File: config.mk
export PLATFORM = sky130hd
export DESIGN_NAME = store_buffer
export DESIGN_NICKNAME = d
export VERILOG_FILES = /design/src/rtl/store_buffer.sv
export SDC_FILE = /design/constraint.sdc
export NUM_CORES = 1
export LEC_CHECK = 0
export CAP_MARGIN = 25
export CELL_PAD_IN_SITES_DETAIL_PLACEMENT = 0
export CELL_PAD_IN_SITES_GLOBAL_PLACEMENT = 1
export CORE_UTILIZATION = 46
export CTS_CLUSTER_SIZE = 10
export DETAILED_ROUTE_END_ITERATION = 6
export GPL_ROUTABILITY_DRIVEN = 0
export PLACE_DENSITY = 0.86
export SYNTH_ARGS = -nofsm -noshare
export SYNTH_HDL_FRONTEND = slang
export SYNTH_SLANG_ARGS = --single-unit
File: constraint.sdc
create_clock -name clk -period 2.7 [get_ports clk]
set_input_delay 0.27 -clock clk [delete_from_list [all_inputs] [get_ports clk]]
set_output_delay 0.27 -clock clk [all_outputs]
set_load 0.005 [all_outputs]
File: src/rtl/store_buffer.sv
// M-stage store buffer: selects forwarded or raw store data, aligns it into a
// word plus byte strobes, queues it in a FIFO and drains it to data memory.
package store_buffer_pkg;
  typedef enum logic [1:0] {
    MEM_NONE  = 2'b00,
    MEM_READ  = 2'b01,
    MEM_WRITE = 2'b10
  } memaccess_t;
endpackage

module store_buffer
  import store_buffer_pkg::*;
#(
  parameter int unsigned DEPTH  = 4,
  parameter int unsigned ADDR_W = 32
) (
  input  logic              clk,
  input  logic              rst_n,
  input  logic              en_m,
  input  memaccess_t        memaccess_m,
  input  logic [2:0]        funct3_m,
  input  logic [ADDR_W-1:0] addr_m,
  input  logic [31:0]       rs2_data_m,
  input  logic [31:0]       result_w,
  input  logic              forward_m,
  output logic              stall_sb,
  output logic              store_fault,
  output logic              sb_empty,
  output logic              dmem_req,
  output logic [ADDR_W-1:0] dmem_addr,
  output logic [31:0]       dmem_wdata,
  output logic [3:0]        dmem_be,
  input  logic              dmem_ack
);

  localparam int unsigned PTR_W = (DEPTH > 1) ? $clog2(DEPTH) : 1;
  localparam logic [PTR_W:0] FULL_CNT = (PTR_W+1)'(DEPTH);

  logic [PTR_W-1:0]  head, tail;
  logic [PTR_W:0]    count;
  logic [DEPTH-1:0]  ent_valid;
  logic [ADDR_W-1:0] ent_addr  [DEPTH];
  logic [31:0]       ent_wdata [DEPTH];
  logic [3:0]        ent_be    [DEPTH];

  logic [31:0] st_data;
  logic [31:0] al_wdata;
  logic [3:0]  al_be;
  logic        al_fault;
  logic        is_store, is_load;
  logic        full, load_hit;
  logic        enq, deq;

  // Store-data select and alignment.
  always_comb begin
    st_data  = forward_m ? result_w : rs2_data_m;
    al_wdata = '0;
    al_be    = '0;
    al_fault = 1'b0;
    case (funct3_m)
      3'b000: begin
        al_wdata = {4{st_data[7:0]}};
        al_be    = 4'b0001 << addr_m[1:0];
      end
      3'b001: begin
        al_wdata = {2{st_data[15:0]}};
        al_be    = 4'b0011 << {addr_m[1], 1'b0};
        al_fault = addr_m[0];
      end
      3'b010: begin
        al_wdata = st_data;
        al_be    = 4'b1111;
        al_fault = (addr_m[1:0] != 2'b00);
      end
      default: al_fault = 1'b1;
    endcase
  end

  // Word-granular compare against every pending entry; strobes ignored.
  always_comb begin
    load_hit = 1'b0;
    for (int unsigned i = 0; i < DEPTH; i++) begin
      if (ent_valid[i] && (ent_addr[i][ADDR_W-1:2] == addr_m[ADDR_W-1:2]))
        load_hit = 1'b1;
    end
  end

  assign is_store    = en_m && (memaccess_m == MEM_WRITE);
  assign is_load     = en_m && (memaccess_m == MEM_READ);
  assign full        = (count == FULL_CNT);
  assign store_fault = is_store && al_fault;
  assign stall_sb    = (is_store && !al_fault && full) || (is_load && load_hit);
  assign enq         = is_store && !al_fault && !full;
  assign deq         = dmem_req && dmem_ack;

  assign sb_empty   = (count == '0);
  assign dmem_req   = ent_valid[head];
  assign dmem_addr  = ent_addr[head];
  assign dmem_wdata = ent_wdata[head];
  assign dmem_be    = ent_be[head];

  always_ff @(posedge clk or negedge rst_n) begin
    if (!rst_n) begin
      head      <= '0;
      tail      <= '0;
      count     <= '0;
      ent_valid <= '0;
      for (int unsigned i = 0; i < DEPTH; i++) begin
        ent_addr[i]  <= '0;
        ent_wdata[i] <= '0;
        ent_be[i]    <= '0;
      end
    end else begin
      if (enq) begin
        ent_addr[tail]  <= {addr_m[ADDR_W-1:2], 2'b00};
        ent_wdata[tail] <= al_wdata;
        ent_be[tail]    <= al_be;
        ent_valid[tail] <= 1'b1;
        tail            <= tail + 1'b1;
      end
      if (deq) begin
        ent_valid[head] <= 1'b0;
        head            <= head + 1'b1;
      end
      case ({enq, deq})
        2'b10:   count <= count + 1'b1;
        2'b01:   count <= count - 1'b1;
        default: count <= count;
      endcase
    end
  end

endmodule

Word level (Yosys, flattened, before mapping)
Index checks and enable logic that the tools add are counted.
- add/sub/neg operators: 4
- magnitude comparators: 7
- equality and inequality tests: 11
- shift-type cells: 2
- multiplexer cells: 33
- bitwise logic cells: 5
- reduce and logical (&&, ||, !) cells: 22
- operator list (cell ; number):
    $bwmux 128 ; 2
    $mux 32 ; 6
    $bmux 32 s2 ; 2
    $eq 30x30->1 ; 4
    $pmux 32 s3 ; 1
    $demux 32 s2 ; 1
    $mux 4 ; 5
    $bwmux 16 ; 1
    $logic_and 1x1->1 ; 15
    $pmux 4 s3 ; 1
    $bmux 4 s2 ; 1
    $demux 4 s2 ; 1
    $mux 1 ; 7
    $ge 3x3->1 const B ; 2
    $logic_not 3->1 ; 2
    $lt 2x3->1 const B ; 2
    $not 2->3 ; 2
    $pmux 3 s2 ; 1
    $add 2x1->2 const B ; 2
    $and 4x4->4 ; 1
    $demux 1 s2 ; 2
    $eq 2x1->1 const B ; 2
    $eq 2x2->1 const B ; 2
    $ge 2x1->1 const B ; 2
    other kinds (15) ; 17
- register bits after elaboration: 283
- input bits: 106
- output and inout port bits: 72
- word-level logic and storage cells: 100

Longest topological paths before layout
Gate-level depths: netlist of run 1.
- depth after elaboration: 8
- gate-level depth with buffers: 12
- depth with buffers taken out: 11

Worst setup path after synthesis of run 1
OpenSTA, ideal clock, no wires.
- path type: reg2reg
- start: reg head[0]
- end: reg count[2]
- setup time: 0.079 ns
- data arrival time: 2.232 ns
- required time: 2.621 ns
- path slack: 0.389 ns
- stages on the path, launching flop included: 11
- path buffers: 2
- period minus slack after synthesis: 2.311 ns
- cells stage by stage: dfrtp_1 clkbuf_1 mux4_2 and2_1 clkbuf_1 ha_1 inv_1 fa_1 xor2_1 nor2_1 xor2_1
- word-level cells in the longest chain between the ends: 5
- elaborated cells on any way between the ends: 7
- classes of those cells: eq/ne: 2; mux: 3; reduce/logical: 2
- ends and longest elaborated chain (item ; line ; source):
    from (decl) ; 39 ; logic [PTR_W-1:0] head, tail;
    from (signal assigned) ; 123 ; head <= head + 1'b1;
    $bmux 1 s2 (*) ; 97 ; assign dmem_req = ent_valid[head];
    $mux 1 (implied by the code) (*) ; 97 ;
    via dmem_req ; 29 ; output logic dmem_req,
    $logic_and 1x1->1 (*) ; 94 ; assign deq = dmem_req && dmem_ack;
    $eq 2x1->1 or $eq 2x2->1 (tied branches) ; 125 ; case ({enq, deq})
    $pmux 3 s2 or $reduce_bool 2->1 (tied branches) ; n/a ;
    to (signal assigned) ; 126 ; 2'b10: count <= count + 1'b1;
    to (signal assigned) ; 127 ; 2'b01: count <= count - 1'b1;
    to (signal assigned) ; 128 ; default: count <= count;
    to (decl) ; 40 ; logic [PTR_W:0] count;
Mark *: on every way through the listed nets, which the timed path passes. The rest lies on a longest branch. The select of a mux whose other input is x is not followed.
A chain may end at the register's enable or synchronous reset.

Final worst setup path of run 1
- start: reg head[0]
- end: out dmem_wdata[31]
- word-level cells in the longest chain between the ends: 4
- ends and longest elaborated chain (item ; line ; source):
    $not 2->3 (implied by the code) ; 99 ; assign dmem_wdata = ent_wdata[head];
    $bmux 32 s2 ; 99 ;
    $mux 32 (implied by the code) (2 in series) ; 99 ;
    to (decl) ; 31 ; output logic [31:0] dmem_wdata,
Every way passes these cells. The select of a mux whose other input is x is not followed.

==> impl_results.md, run 1 <==
- Status: finished clean
- Data required time at the worst endpoint: 2.43 ns
- Post-Syn Area per Cell: about 14 um^2
- Drt pass-1 iters: 4
- CP Launch Type: register
- Ys flop type: dfrtp_1
- H-tree lvl count: 1
- Worst Hold Slack: 0.206 ns
- Vias in the first global route: slightly below 10k
- CTS buffer count: 31
- Iteration-0 DRC Markers: between 500 and 600
- Placeable Area: 30,000 um^2
- Nets: 1,341
- Max frequency: 371 MHz
- Post-synth top area cell: dfrtp_1
- Setup CP Type: reg2out
- Yosys top cell area share: 0.484
- Worst vdd ir: 0.000505 V
- Die Span X: 178 um
- Grt total ovfl: 0
- FF+latch count, synth: between 200 and 300
- Final Skew: 0.0246 ns
- Vias per cell: roughly 5.6
- Synth top area cells: dfrtp_1, mux2_2, mux4_2
- Fillcell total: between 2k and 2.5k
- Port Buffers: 175
- Cell Pwr Density: 841 nW/um^2
- GRT Overall Usage: 0.233
- Initial Utilization: 0.473
- Netlist cell types: 36
- Die Height: 178 um
- Sequential area share after synthesis: 0.484
- Worst skew pair latency: ~0.56 ns
- Worst-path clk slew: 0.06 ns
- Critical path fanouts, max: 19
- Fin. max-slew vios: 0
- Top-count cell post-synth: dfrtp_1
- Initial antenna violation count: 0
- CTS Root Cell: clkbuf_16
- Routed WL per cell: 21.9 um
- Post-synthesis mux area share: 0.339
- Post-layout min period: 2.69 ns
- Final worst-path cycle share: 0.998
- Die Area: between 30,000 and 40,000 um^2
- I/O Pins: 178
- Max-cap violations: 0
- Inserted Diodes: 0
- Largest family of logic cells by synthesized area: multiplexers
- Finished Layout Cells: ~1.6k
- Area taken by multi-input logic gates: 6960 um^2
- Register area: 6890 um^2
- Drc violations: 0
- Top post-synthesis cells by count: dfrtp_1, mux2_2, xnor2_1, mux4_2, clkbuf_1
- Ys async rst share: 1.00
- CTS tree: built
- Row cnt: 63
- CP Capture Type: output port
- Worst slew pin tran: 0.653 ns
- Via count: just over 9k
- First-pass GRT wire length: around 56,000 um
- Post-Synth Simple-Gate Area: 0.0348
- Cells after synthesis: 1,017
- Final setup vio count: 0
- Synthesis Warnings: 0
- CTS Buffer Depth: 3
- Post-DRT Antenna Nets: 0
- Dpl hpwl: approximately 25,000 um
- Final Hold Vio Count: 0
- Maximum number of pins on one net before global-route repair: 84
- Placed cells: 1,579
- Share of layout cells above drive strength 1: 0.388
- Post-Route WL: 35,600 um
- Synth Area in Compound Gates: 0.0189
- Hold Path Class: in2async
- Post-Synth Adder-Cell Area: 0.00933
- Lkg Pwr: 8.27 nW
- Clock Sinks: 275
- Area Overhead vs Synth: 25.3%
- Worst slew margin: 0.552
- Post-Syn Area: 14,200 um^2
- RSZ-0062 raised after global routing: yes
- Arrival @ worst endpoint: 2.42 ns
- Number of synthesized flops with an enable pin: 0
- Post-Synth XOR/XNOR Area: 0.0777
## repair_timing
action	in CTS	in global routing
setup endpoints to repair	21	46
setup buffers	1	0
pin swaps	5	4
gates resized for setup	14	9
cloned	1	0
hold buffers	1	0
hold endpoints to repair	85	0
## per-stage QoR
step | TNS (ns) | setup slack [ns] | total power [mW] | area [um^2] | utilization
after floorplan | 0 | 0.389 | 8.99 | 14200 | -
after global placement | -0.334 | -0.334 | 11.2 | 16800 | 0.561
after detailed placement | -0.364 | -0.364 | 11.3 | 16800 | 0.561
after CTS | -0.306 | -0.0349 | 15.1 | 17800 | 0.592
after global routing | -1.81 | -0.0944 | 15.8 | 17800 | 0.593
final | 0 | 0.00660 | 15.0 | 17800 | 0.593
## cell families after synthesis
family,count (synthesis)
AOI/OAI and AO/OA,41
xor gates and xnor gates,126
adders and majority gates,10
buffers and inverters,104
DFF,275
muxes,364
other,1
and+or+nand+nor,96
## critical path, stage by stage (launching register included)
cell	delay, ns
dfrtp_4	0.49
bufbuf_16	0.37
mux4_2	0.52
clkdlybuf4s50_1	0.49
## path summary, 6_finish.rpt
| kind | end | from | slack, ns | depth (start not counted) |
|---|---|---|---|---|
| max | dmem_wdata[31] | head[0] | 0.007 | 3 |
| min | ent_addr[98] | rst_n | 0.21 | 2 |
| max reg2reg | count[2] | head[0] | 0.45 | 8 |
| min reg2reg | ent_wdata[53] | ent_wdata[53] | 0.50 | 1 |
| max in group asynchronous | ent_wdata[66] | rst_n | 1.68 | 3 |
| min in group clk | ent_addr[99] | addr_m[3] | 0.40 | 3 |
## registers in the layout (all words and copies together) (netlist names)
register   flops
ent_wdata    128
count          3
ent_addr     120
tail           2
ent_valid      4
ent_be        16
head           2
## area by class of cell
cell class | instances | area share
clock buffer | 38 | 0.0450
multi-input combinational | 639 | 0.391
inverter | 14 | 0.00295
timing repair buffer | 264 | 0.147
sequential | 275 | 0.387
clock inverter | 1 | 0.000492
tap | 390 | 0.0274
## layer usage
metal,global-route usage,vias up,wire length [um]
li1,-,4102,-
met1,0.299,4637,14900
met2,0.399,284,17600
met3,0.0501,55,2230
met4,0.0641,0,904
met5,0,-,0
## report_power, final
| part | switching, mW | internal [mW] | total (mW) | leakage, nW |
|---|---|---|---|---|
| logic | 2.19 | 3.19 | 5.38 | 4.15 |
| registers | 0.850 | 5.16 | 6.01 | 3.72 |
| clock network | 1.55 | 2.04 | 3.59 | 0.395 |
| total | 4.59 | 10.4 | 15.0 | 8.27 |
## placed cells by master (no fill, tap or decap), types with 6 or more instances in the layout
master,n
buf_12,12
buf_4,74
clkbuf_1,7
clkbuf_16,31
clkdlybuf4s50_1,171
dfrtp_1,273
ha_1,9
inv_1,13
mux2_2,264
mux2i_1,33
mux4_2,67
nand4_1,24
nor2_1,35
nor4_1,10
nor4_2,6
o22ai_1,24
xnor2_1,70
xnor2_2,9
xor2_1,47
Power figures use the tool's default switching activity.
==> run 2: changes to the inputs <==
--- a/config.mk
+++ b/config.mk
@@ -8,11 +8,11 @@
 export CAP_MARGIN = 25
 export CELL_PAD_IN_SITES_DETAIL_PLACEMENT = 0
 export CELL_PAD_IN_SITES_GLOBAL_PLACEMENT = 1
-export CORE_UTILIZATION = 46
+export CORE_UTILIZATION = 50
 export CTS_CLUSTER_SIZE = 10
 export DETAILED_ROUTE_END_ITERATION = 6
 export GPL_ROUTABILITY_DRIVEN = 0
-export PLACE_DENSITY = 0.86
+export PLACE_DENSITY = 0.92
 export SYNTH_ARGS = -nofsm -noshare
 export SYNTH_HDL_FRONTEND = slang
 export SYNTH_SLANG_ARGS = --single-unit
==> constraint.sdc (replaced) <==
create_clock -name clk -period 3.12 [get_ports clk]
set_input_delay 0.312 -clock clk [delete_from_list [all_inputs] [get_ports clk]]
set_output_delay 0.312 -clock clk [all_outputs]
set_load 0.005 [all_outputs]
==> run 2 against run 1 <==
  * Global-route usage rose by 1.3 points
  * Clock skew fell by 0.0086 ns
  * Clock power fell by 3%
  * Critical path depth did not move
  * Combinational power fell by 16%
  * Sequential cell count did not move
  * Sequential power fell by 14%
  * Largest power group unchanged
==> impl_results.md, run 2 (synthesized netlist as in run 1, its figures left out) <==
- Port Buffers: 175
- Most common cell after layout, fill and taps aside: dfrtp_1
- CTS buffer count: 34
- I/O Pins: 178
- Share of layout cells above drive strength 1: 0.369
- Worst slew margin: 0.465
- Lkg Pwr: 8.20 nW
- CTS tree: built
- Final setup vio count: 0
- RSZ-0062 raised after global routing: no
- Placeable Area: 27,900 um^2
- Arrival @ worst endpoint: 2.57 ns
- Die Span X: 171 um
- Hold Path Class: in2reg
- Initial antenna violation count: 0
- Max frequency: 346 MHz
- Worst-path clk slew: 0.06 ns
- Vias per cell: 5.73
- Vias in the first global route: 9,553
- Crit path cell chain: buf_12 > mux4_2 > clkdlybuf4s50_1
- Nets: 1,309
- Worst vdd ir: ~0.00059 V
- Setup CP Type: reg2out
- Drc violations: 0
- Via count: 9,046
- Placed cells: 1,534
- Row cnt: 61
- Maximum number of pins on one net before global-route repair: 100
- Fillcell total: around 2.1k
- CP max stage delay: between 0.5 and 0.6 ns
- Worst skew pair latency: 0.51 ns
- Max reg flops: about 130
- Final Skew: 0.0160 ns
- Routed WL per cell: 21.9 um
- Grt total ovfl: 0
- CTS Root Cell: clkbuf_16
- Finished Layout Cells: between 1.5k and 2k
- Final worst-path cycle share: 0.925
- CP Launch Type: register
- H-tree lvl count: 2
- GRT Overall Usage: 0.246
- Status: finished clean
- Clock Sinks: 275
- Max-cap violations: 0
- Dpl hpwl: 23,600 um
- Fin. max-slew vios: 0
- CTS Buffer Depth: 3
- Post-layout util: 0.634
- Post-DP Area: 16,600 um^2
- CP Capture Type: output port
- Initial Utilization: 0.510
- Drt pass-1 iters: 4
- Regs by FF count: ent_wdata (128), ent_addr (120), ent_be (16)
- Critical path fanouts, max: 69
- Crit-path slowest cell: mux4_2
- Most frequent cells in the layout: dfrtp_1, mux2_2, clkdlybuf4s50_1
- Data required time at the worst endpoint: 2.81 ns
- Post-DRT Antenna Nets: 0
- Fin area: 17,700 um^2
- Die Height: 171 um
- Die Area: ~29,000 um^2
- Post-layout min period: 2.89 ns
- Setup TNS Final: 0 ns
- Worst slew pin tran: about 0.8 ns
- Inserted Diodes: 0
- Final Hold Vio Count: 0
- Area Overhead vs Synth: 24.2%
- Cell Pwr Density: 746 nW/um^2
- First-pass GRT wire length: about 54,000 um
- Power Total: 13.2 mW
- Most flops, register: ent_wdata
- Post-Route WL: approximately 35,000 um
- Iteration-0 DRC Markers: 523
## run 2: path summary, 6_finish.rpt
kind / slack (ns) / cells after the start / end / from
max in group asynchronous: 1.81 / 3 / ent_wdata[103] / rst_n
min in group asynchronous: 0.46 / 2 / ent_addr[44] / rst_n
worst min register to register: 0.50 / 1 / ent_wdata[22] / ent_wdata[22]
worst min-delay path: 0.37 / 2 / ent_addr[54] / addr_m[22]
worst max-delay path: 0.23 / 3 / dmem_wdata[9] / head[0]
worst max register to register: 0.60 / 8 / count[2] / head[0]
## run 2: report_power, final
group | total (mW) | leakage, nW | internal, mW | switching (mW)
Sequential | 5.18 | 3.72 | 4.46 | 0.716
Combinational | 4.50 | 4.02 | 2.64 | 1.87
Clock | 3.49 | 0.469 | 2.03 | 1.45
Total | 13.2 | 8.20 | 9.13 | 4.04
## run 2: repair_timing
item,in CTS,in global routing
hold buffers,1,0
gates resized for setup,7,12
hold endpoints to repair,95,0
endpoints found under the setup margin,1,1
pin swaps,0,2
buffers inserted,0,0
## run 2: final cells by class
type / instances / area [um^2] / share of cell area
Timing Repair Buffer: 229 / 2350 / 0.133
Inverter: 14 / 52.6 / 0.00298
Clock inverter: 4 / 71.3 / 0.00404
Tap cell: 378 / 473 / 0.0268
Multi-Input combinational cell: 639 / 6920 / 0.392
Sequential cell: 275 / 6890 / 0.390
Clock buffer: 41 / 897 / 0.0508
## run 2: metal layers
layer / vias to the layer above / share of wire / track usage
li1: 4030 / - / -
met1: 4643 / 0.42 / 0.331
met2: 301 / 0.49 / 0.402
met3: 72 / 0.058 / 0.0428
met4: 0 / 0.031 / 0.0893
met5: - / 0 / 0
## run 2: metrics by stage
step	hold slack, ns	worst slack (ns)
final	0.368	0.234
after global routing	0.393	0.100
after global placement	0.432	-0.0894
after detailed placement	0.438	-0.0690
after CTS	0.475	0.00598
after floorplan	0.0164	0.809
## run 2: critical path: cells and delay by family, from the launching register on
family | cells | cell delay, ns
flops | 1 | 0.44
buf+inv | 2 | 1.02
mux | 1 | 0.58
==> run 3: changes to the inputs <==
--- a/config.mk
+++ b/config.mk
@@ -9,6 +9,7 @@
 export CELL_PAD_IN_SITES_DETAIL_PLACEMENT = 0
 export CELL_PAD_IN_SITES_GLOBAL_PLACEMENT = 1
 export CORE_UTILIZATION = 50
+export CTS_CLUSTER_DIAMETER = 60
 export CTS_CLUSTER_SIZE = 10
 export DETAILED_ROUTE_END_ITERATION = 6
 export GPL_ROUTABILITY_DRIVEN = 0
==> run 3 against run 2 <==
  * Sequential power is essentially flat
  * Clock skew up 0.00072 ns
  * Die area unchanged
  * Clock power fell by 11%
  * Hold slack lost 0.060 ns
==> impl_results.md, run 3 (synthesized netlist as in run 1, its figures left out) <==
- Status: finished clean
- Drc violations: 0
- Worst slew pin tran: 0.813 ns
- Worst-path clk slew: 0.06 ns
- Vias per cell: 5.72
- Critical path fanouts, max: between 60 and 70
- Die Span X: 171 um
- Worst skew pair latency: around 0.56 ns
- Register area: 6890 um^2
- Grt total ovfl: 0
- Crit path cell chain: buf_12 > mux4_2 > clkdlybuf4s50_1
- Lkg Pwr: 8.13 nW
- RSZ-0062 raised after global routing: no
- Crit-path slowest cell: mux4_2
- I/O Pins: 178
- Nets: 1,306
- CP Launch Type: register
- Routed WL per cell: 21.9 um
- Regs by FF count: ent_wdata (128), ent_addr (120), ent_be (16)
- Post-Route WL: 34,400 um
- Int Pwr: a little under 9 mW
- Most common cell after layout, fill and taps aside: dfrtp_1
- Post-DP Area: 16,600 um^2
- Dpl hpwl: 23,600 um
- First-pass GRT wire length: roughly 54,000 um
- Final Skew: 0.0167 ns
- Share of layout cells above drive strength 1: 0.367
- Worst vdd ir: 0.000579 V
- Pre-CTS setup slack: -0.0690 ns
- Inserted Diodes: 0
- Data required time at the worst endpoint: between 2 and 3 ns
- Clock share of power: 0.243
- Final worst-path cycle share: 0.945
- Arrival @ worst endpoint: 2.64 ns
- CTS Root Cell: clkbuf_16
- Die Height: 171 um
- CTS Buffer Depth: 3
- Fin area: around 18,000 um^2
- Die Area: 29,100 um^2
- Placeable Area: around 28,000 um^2
- Finished Layout Cells: ~1.6k
- Fillcell total: roughly 2.1k
- Cell Pwr Density: 731 nW/um^2
- Placed cells: 1,534
- Max frequency: 339 MHz
- Post-layout util: 0.628
- Vias in the first global route: about 9.4k
- Area taken by multi-input logic gates: 6920 um^2
- Seq pwr share: 0.404
- Sw power: 3.93 mW
- Row cnt: 61
- GRT Overall Usage: 0.243
- Worst Hold Slack: approximately 0.31 ns
- Post-CTS setup buffers: 0
- Drt pass-1 iters: 4
- Switching Share: 0.307
- Max reg flops: 128
- Setup TNS Final: 0 ns
- Initial antenna violation count: 0
- CTS buffer count: 31
- Maximum number of pins on one net before global-route repair: 100
- Setup CP Type: reg2out
- Max-cap violations: 0
- Post-DRT Antenna Nets: 0
- Worst slew margin: 0.458
- Final setup vio count: 0
- CTS tree: built
- Port Buffers: approximately 180
- CP max stage delay: 0.64 ns
- H-tree lvl count: 1
- Via count: 8,979
- Fin. max-slew vios: 0
- Most flops, register: ent_wdata
- Final Hold Vio Count: 0
- CP Capture Type: output port
- Hold Path Class: in2reg
- Iteration-0 DRC Markers: 494
- Clock Sinks: around 280
- Most frequent cells in the layout: dfrtp_1, mux2_2, clkdlybuf4s50_1
- Initial Utilization: 0.510
- Area Overhead vs Synth: 23.2%
- Power Total: around 13 mW
- Logic pwr share: 0.352
- Setup ws final: 0.172 ns
- Post-layout min period: 2.95 ns
==> run 3: cell count changes in the layout (fill, tap and decap cells not counted), sizes merged <==
cell / delta
clkbuf: -7
clkdlybuf4s50: +1
clkinv: -2
dlygate4sd2: -1
==> run 3: worst max-delay path: cells and delay by family, from the launching register on <==
family | cells | cell delay, ns
muxes | 1 | 0.64
buffers and inverters | 2 | 0.96
DFF | 1 | 0.43
==> run 3: area by class of cell <==
cell class | instances | area share
Timing Repair Buffer | 229 | 0.134
Tap cell | 378 | 0.0270
Inverter | 14 | 0.00300
Clock buffer | 34 | 0.0455
Multi-Input combinational cell | 639 | 0.395
Clock inverter | 2 | 0.00143
Sequential cell | 275 | 0.393
==> run 3: worst paths after layout <==
path | from | endpoint | slack, ns | cells past startpoint
min | addr_m[22] | ent_addr[54] | 0.31 | 2
min in group asynchronous | rst_n | ent_addr[108] | 0.39 | 2
min reg2reg | ent_wdata[22] | ent_wdata[22] | 0.50 | 1
max in group asynchronous | rst_n | ent_wdata[70] | 1.85 | 3
max | head[0] | dmem_addr[29] | 0.17 | 3
max reg2reg | head[0] | count[2] | 0.59 | 8
==> run 3: power by group through the flow <==
stage	combinational, mW	clock [mW]	sequential, mW
6_report	4.51	3.12	5.17
2_1_floorplan	2.79	0	4.99
4_1_cts	4.54	3.20	5.16
3_5_place_dp	4.50	0	5.20
5_1_grt	4.84	3.32	5.28
3_3_place_gp	4.43	0	5.15
==> run 3: what timing repair did <==
action,4_1_cts,5_1_grt
hold endpoints to repair,95,0
pin swaps,5,4
hold buffers,1,0
resized for setup,9,8
endpoints found under the setup margin,1,1
==> run 3: per-layer routing <==
| layer | track usage | wire length [um] |
|---|---|---|
| met1 | 0.325 | 14500 |
| met2 | 0.403 | 16800 |
| met3 | 0.0396 | 2060 |
| met4 | 0.0842 | 1120 |
| met5 | 0 | 0 |
